<file path="src/rtl/vx_bitscan_pkg.sv">
// Shared types and width helpers for the set-bit iterator.
// Optional flush feature is enabled with the VX_BITSCAN_FLUSH_EN macro.
`default_nettype none

package vx_bitscan_pkg;

  typedef enum logic [0:0] {
    BS_IDLE = 1'b0,
    BS_SCAN = 1'b1
  } bs_state_e;

  function automatic int idx_width(input int width);
    return (width > 1) ? $clog2(width) : 1;
  endfunction

  // One extra code point so a full mask never wraps the beat counter
  function automatic int seq_width(input int width);
    return $clog2(width + 1);
  endfunction

endpackage

`default_nettype wire

</file>
<file path="src/rtl/vx_bitscan_iter_if.sv">
// Mask-in / index-out handshake bundle for vx_bitscan_iter.
`default_nettype none

interface vx_bitscan_iter_if #(
  parameter int WIDTH = 32,
  parameter int IDXW  = vx_bitscan_pkg::idx_width(WIDTH),
  parameter int SEQW  = vx_bitscan_pkg::seq_width(WIDTH)
);

  logic             in_valid;
  logic [WIDTH-1:0] in_mask;
  logic             in_ready;
  logic             out_valid;
  logic [IDXW-1:0]  out_index;
  logic [SEQW-1:0]  out_seq;
  logic             out_last;
  logic             out_empty;
  logic             out_ready;
  logic             busy;

  modport master (
    output in_valid, in_mask, out_ready,
    input  in_ready, out_valid, out_index, out_seq, out_last, out_empty, busy
  );

  modport slave (
    input  in_valid, in_mask, out_ready,
    output in_ready, out_valid, out_index, out_seq, out_last, out_empty, busy
  );

endinterface

`default_nettype wire

</file>
<file path="src/rtl/vx_bitscan_prio.sv">
// Combinational find-first-set: index per MODE plus one-hot of the selected bit.
`default_nettype none

module vx_bitscan_prio #(
  parameter int WIDTH = 32,
  parameter int MODE  = 0,
  parameter int IDXW  = vx_bitscan_pkg::idx_width(WIDTH)
) (
  input  logic [WIDTH-1:0] mask,
  output logic [IDXW-1:0]  index,
  output logic [WIDTH-1:0] onehot
);

  generate
    if (MODE == 0) begin : g_lsb_first
      // Scan downward so the lowest set bit is the final write
      always_comb begin
        index  = '0;
        onehot = '0;
        for (int i = WIDTH - 1; i >= 0; i--) begin
          if (mask[i]) begin
            index     = IDXW'(i);
            onehot    = '0;
            onehot[i] = 1'b1;
          end
        end
      end
    end else begin : g_msb_first
      // Highest set bit wins; index is its distance from the MSB
      always_comb begin
        index  = '0;
        onehot = '0;
        for (int i = 0; i < WIDTH; i++) begin
          if (mask[i]) begin
            index     = IDXW'(WIDTH - 1 - i);
            onehot    = '0;
            onehot[i] = 1'b1;
          end
        end
      end
    end
  endgenerate

endmodule

`default_nettype wire

</file>
<file path="src/rtl/vx_bitscan_iter.sv">
// Sequential set-bit iterator: one index beat per cycle, zero-bubble mask reload.
// Define VX_BITSCAN_FLUSH_EN to add the flush port.
`default_nettype none

module vx_bitscan_iter
  import vx_bitscan_pkg::*;
#(
  parameter int WIDTH = 32,
  parameter int MODE  = 0
) (
  input  logic               clk,
  input  logic               reset_n,
`ifdef VX_BITSCAN_FLUSH_EN
  input  logic               flush,
`endif
  vx_bitscan_iter_if.slave   bus
);

  localparam int IDXW = idx_width(WIDTH);
  localparam int SEQW = seq_width(WIDTH);

  bs_state_e        state_r;
  bs_state_e        state_nxt;
  logic [WIDTH-1:0] mask_r;
  logic [SEQW-1:0]  seq_r;
  logic             empty_r;

  logic [IDXW-1:0]  sel_index;
  logic [WIDTH-1:0] sel_onehot;
  logic [WIDTH-1:0] mask_rest;
  logic             is_scan;
  logic             last_beat;
  logic             flush_req;
  logic             accept;
  logic             fire;
  logic             in_ready_w;

`ifdef VX_BITSCAN_FLUSH_EN
  assign flush_req = flush;
`else
  assign flush_req = 1'b0;
`endif

  vx_bitscan_prio #(
    .WIDTH (WIDTH),
    .MODE  (MODE),
    .IDXW  (IDXW)
  ) u_prio (
    .mask   (mask_r),
    .index  (sel_index),
    .onehot (sel_onehot)
  );

  assign is_scan    = (state_r == BS_SCAN);
  assign mask_rest  = mask_r & ~sel_onehot;
  assign last_beat  = empty_r || (mask_rest == '0);
  // out_ready reaches in_ready combinationally to allow back-to-back masks
  assign in_ready_w = !flush_req &&
                      (!is_scan || (bus.out_ready && last_beat));
  assign accept     = bus.in_valid && in_ready_w;
  assign fire       = is_scan && bus.out_ready && !flush_req;

  // State register
  always_ff @(posedge clk or negedge reset_n) begin
    if (!reset_n) begin
      state_r <= BS_IDLE;
    end else begin
      state_r <= state_nxt;
    end
  end

  // Next-state logic
  always_comb begin
    state_nxt = state_r;
    if (flush_req) begin
      state_nxt = BS_IDLE;
    end else begin
      case (state_r)
        BS_IDLE: begin
          if (accept) state_nxt = BS_SCAN;
        end
        BS_SCAN: begin
          if (fire && last_beat) state_nxt = accept ? BS_SCAN : BS_IDLE;
        end
        default: state_nxt = BS_IDLE;
      endcase
    end
  end

  // Scan datapath: accept reloads, fire retires the selected bit
  always_ff @(posedge clk or negedge reset_n) begin
    if (!reset_n) begin
      mask_r  <= '0;
      seq_r   <= '0;
      empty_r <= 1'b0;
    end else if (flush_req) begin
      mask_r  <= '0;
      seq_r   <= '0;
      empty_r <= 1'b0;
    end else if (accept) begin
      mask_r  <= bus.in_mask;
      seq_r   <= '0;
      empty_r <= (bus.in_mask == '0);
    end else if (fire) begin
      mask_r  <= mask_rest;
      seq_r   <= seq_r + 1'b1;
    end
  end

  // Output logic
  always_comb begin
    bus.in_ready  = in_ready_w;
    bus.busy      = is_scan;
    bus.out_valid = is_scan;
    bus.out_index = '0;
    bus.out_seq   = '0;
    bus.out_last  = 1'b0;
    bus.out_empty = 1'b0;
    if (is_scan) begin
      bus.out_index = sel_index;
      bus.out_seq   = seq_r;
      bus.out_last  = last_beat;
      bus.out_empty = empty_r;
    end
  end

endmodule

`default_nettype wire
</file>
<file path="src/flat_wrapper.sv">
// flat-port wrapper written by rule: the top's interface ports become plain ports
module vx_bitscan_iter_flat import vx_bitscan_pkg::*;
#(
  parameter int WIDTH = 32,
  parameter int MODE  = 0
)
  (clk, reset_n, bus_in_valid, bus_in_mask, bus_out_ready, bus_in_ready, bus_out_valid, bus_out_index, bus_out_seq, bus_out_last, bus_out_empty, bus_busy);
  vx_bitscan_iter_if #(.WIDTH(WIDTH)) bus_i ();
  input  logic clk;
  input  logic reset_n;
  input wire logic [$bits(bus_i.in_valid)-1:0] bus_in_valid;
  input wire logic [$bits(bus_i.in_mask)-1:0] bus_in_mask;
  input wire logic [$bits(bus_i.out_ready)-1:0] bus_out_ready;
  output wire logic [$bits(bus_i.in_ready)-1:0] bus_in_ready;
  output wire logic [$bits(bus_i.out_valid)-1:0] bus_out_valid;
  output wire logic [$bits(bus_i.out_index)-1:0] bus_out_index;
  output wire logic [$bits(bus_i.out_seq)-1:0] bus_out_seq;
  output wire logic [$bits(bus_i.out_last)-1:0] bus_out_last;
  output wire logic [$bits(bus_i.out_empty)-1:0] bus_out_empty;
  output wire logic [$bits(bus_i.busy)-1:0] bus_busy;
  assign bus_i.in_valid = bus_in_valid;
  assign bus_i.in_mask = bus_in_mask;
  assign bus_i.out_ready = bus_out_ready;
  assign bus_in_ready = bus_i.in_ready;
  assign bus_out_valid = bus_i.out_valid;
  assign bus_out_index = bus_i.out_index;
  assign bus_out_seq = bus_i.out_seq;
  assign bus_out_last = bus_i.out_last;
  assign bus_out_empty = bus_i.out_empty;
  assign bus_busy = bus_i.busy;
  vx_bitscan_iter #(.WIDTH(WIDTH), .MODE(MODE)) u_core (.clk(clk), .reset_n(reset_n), .bus(bus_i));
endmodule
</file>
<file path="config.mk">
export PLATFORM = sky130hd
export DESIGN_NAME = vx_bitscan_iter_flat
export DESIGN_NICKNAME = d
export VERILOG_FILES = /design/src/rtl/vx_bitscan_pkg.sv /design/src/rtl/vx_bitscan_iter_if.sv /design/src/rtl/vx_bitscan_prio.sv /design/src/rtl/vx_bitscan_iter.sv /design/src/flat_wrapper.sv
export SDC_FILE = /design/constraint.sdc
export NUM_CORES = 1
export LEC_CHECK = 0
export ABC_AREA = 0
export CORE_ASPECT_RATIO = 0.6
export CORE_MARGIN = 2
export CORE_UTILIZATION = 40
export CTS_CLUSTER_DIAMETER = 50
export DETAILED_ROUTE_END_ITERATION = 12
export PLACE_DENSITY = 0.66
export SETUP_SLACK_MARGIN = 0.15
export SYNTH_ARGS = -nofsm -noshare
export SYNTH_HDL_FRONTEND = slang
export SYNTH_SLANG_ARGS = --single-unit
</file>
<file path="constraint.sdc">
create_clock -name clk -period 3.6 [get_ports clk]
set_input_delay 0.36 -clock clk [delete_from_list [all_inputs] [get_ports clk]]
set_output_delay 0.36 -clock clk [all_outputs]
set_load 0.005 [all_outputs]
</file>
==> run_results.csv <==
group,metric,value,unit
outcome,outcome,"finished with violations",
outcome,violations,"negative setup slack",
sta,clock_skew,0.007509,ns
route,dr.pass1.iters,5,
critical_path,cpMaxStageDelayCell,"or4_4",
sta,slew_viol_final,0,
yosys,syn_avg_cell_area,8.131,um^2
clocking,htreeDepth,2,
sta,timing.final.crit_period,3.636,ns
flow_run,max_cap_viol_count,0,
floorplan,die_h,70.91,um
global_routing,grt.total_usage,0.3176,
yosys,ys_warn_count,0,
clocking,cts_buffers,5,
critical_path,critPathRequiredTime,3.24,ns
critical_path,cp-start-kind,"flip-flop",
clocking,cts_root_buf,"clkbuf_16",
worst_hold_path,hold_class,"primary input to asynchronous set/reset pin",
sta,relSlewSlack,0.3621,
route,post_drt_wl_per_cell,20.91,um
finish,drive_above_1_share,0.2782,
route,finalWirelength,12550,um
clocking,cts_buffer_depth,2,
place,place.gp.congestion,1.096,
critical_path,cp_cell_sequence,"or4_4 > nor4_4 > buf_4 > a21boi_1 > a221o_1 > buf_4 > or4_4 > o211a_4 > inv_8 > buf_6",
finish,post-route-util,0.6229,
critical_path,max_stage_delay,0.58,ns
critical_path,cp-end-kind,"primary output",
yosys,ys_seq_area_frac,0.3354,
global_routing,antenna_found_initial,0,
route,antenna_left,0,
yosys,synthArstFlopShare,1.000,
finish,diodes,0,
global_routing,gr-total-overflow,0,
route,vias_per_cell,6.045,
critical_path,crit_fanout,6,
floorplan,row_count,24,
sta,worst_slew_pin_slew,0.9568,ns
finish,area_delta_synth_final,51.07,%
sta,worst_slack,-0.03604,ns
clocking,cts_tree,"done",
clocking,clock_latency,0.29,ns
yosys,syn-cell-area,2984,um^2
critical_path,worst-path-buf-inv,4,
yosys,ys_ff_latch,40,
critical_path,crit_type,"flip-flop to primary output",
yosys,syn-instance-count,367,
critical_path,crit_family,"simple AND/OR/NAND/NOR gates",
sta,rsz0062_at_grt,"true",
sta,setup-violations-final,4,
floorplan,dieArea,8190,um^2
route,drt_iter0_drc,408,
sta,worst_hold_slack,0.2198,ns
sta,finalCritPeriodShare,1.010,
clocking,cts_hold_buf,0,
place,port_buffers,51,
clocking,clock_sinks,40,
global_routing,grt_pass1_vias,3434,
sta,fmax,275.0,MHz
critical_path,arrival,3.28,ns
yosys,syn_nets,404,
finish,fin_nets,532,
floorplan,die_w,115.5,um
route,routed-via-count,3627,
global_routing,grt_pass1_wl,19430,um
clocking,path_clk_slew,0.06,ns
global_routing,grt_max_degree,41,
floorplan,core,7237,um^2
yosys,yosysUniqueCellTypes,59,
floorplan,io_pins,52,
yosys,synth_edf_count,0,
finish,final_common_cell,"buf_4",
place,dp_hpwl,9077,um
yosys,ys.flop_type,"dfrtp_1",
floorplan,floorplan.initialDensity,0.4123,
finish,layout_common_cells,"buf_4 (80), clkdlybuf4s50_1 (48), dfrtp_1 (38)",
sta,hold_violations,0,
route,drc,0,
==> synthesized netlist by cell type, types with 3 or more instances <==
cell,instances,area share
nand4_1,7,0.015
clkbuf_1,16,0.020
nand2_1,25,0.031
a211oi_1,3,0.0075
dfrtp_1,40,0.34
nand2b_1,3,0.0063
o31ai_1,5,0.013
mux2_4,5,0.025
o2bb2ai_1,5,0.015
inv_1,16,0.020
buf_4,3,0.0075
buf_6,6,0.023
or3_1,3,0.0063
a21o_1,4,0.010
o31a_1,4,0.012
nand3_1,15,0.025
xor2_1,3,0.0088
nor4_1,20,0.042
a21oi_1,20,0.034
and2_1,7,0.015
a31oi_1,7,0.015
o21ai_0,40,0.067
nor2_1,37,0.047
or4_1,10,0.025
nor3_1,15,0.025
a22o_1,6,0.018
==> state kept, by name, summed over array words and instances (netlist names) <==
register and count:
u_core.bus.busy 1, u_core.empty_r 1, u_core.mask_r 32, u_core.seq_r 6
==> cell families after synthesis <==
kind of cell               Yosys count  share of synthesized area
and+or+nand+nor                    149                     0.2704
AOI/OAI and AO/OA                  122                     0.2717
buffers and inverters               46                    0.08050
DFF                                 40                     0.3354
muxes                                6                    0.02893
xor gates and xnor gates             3                   0.008807
adders and majority gates            1                   0.004192
==> final timing paths <==
| check | slack, ns | cells after the start | from | end |
|---|---|---|---|---|
| min in group clk | 0.55 | 1 | u_core.mask_r[12] | u_core.mask_r[12] |
| min | 0.22 | 1 | reset_n | u_core.bus.busy |
| max | -0.04 | 10 | u_core.mask_r[1] | bus_in_ready |
| max in group asynchronous | 2.72 | 1 | reset_n | u_core.mask_r[3] |
| min reg2reg | 0.55 | 1 | u_core.mask_r[12] | u_core.mask_r[12] |
| max reg2reg | -0.03 | 11 | u_core.mask_r[1] | u_core.empty_r |
==> stage by stage <==
stage / setup WS (ns) / std cells / area (um^2) / TNS, ns
after global routing: -0.1153 / 600 / 4508 / -1.504
final: -0.03604 / 600 / 4508 / -0.09812
after global placement: -0.1272 / 566 / 3999 / -0.3339
after CTS: 0.03199 / 594 / 4436 / 0
after detailed placement: -0.1154 / 566 / 3999 / -0.1865
after floorplan: 0.2289 / 367 / 2984 / 0
==> timing repair <==
action,4_1_cts,5_1_grt
setup endpoints to repair,42,42
resized for setup,35,13
setup buffers,20,6
pin swaps,7,6
==> layout make-up <==
class                           instances  area, um^2
Clock buffer                            5       125.1
Inverter                               17       71.32
Multi-Input combinational cell        281        1812
Timing Repair Buffer                  150        1324
Fill cell                             635        2729
Sequential cell                        40        1003
Clock inverter                          3       42.54
Tap cell                              104       130.1
==> layer usage <==
layer / vias up / global-route usage / share of wire
met3: 15 / 0.1028 / 0.13
met1: 1739 / 0.4973 / 0.46
met5: - / 0 / 0
li1: 1640 / - / -
met2: 233 / 0.4243 / 0.40
met4: 0 / 0.05622 / 0.0098
Power is not shown: default switching activity piles up to over one toggle a cycle in this logic, so the estimate is an artifact.
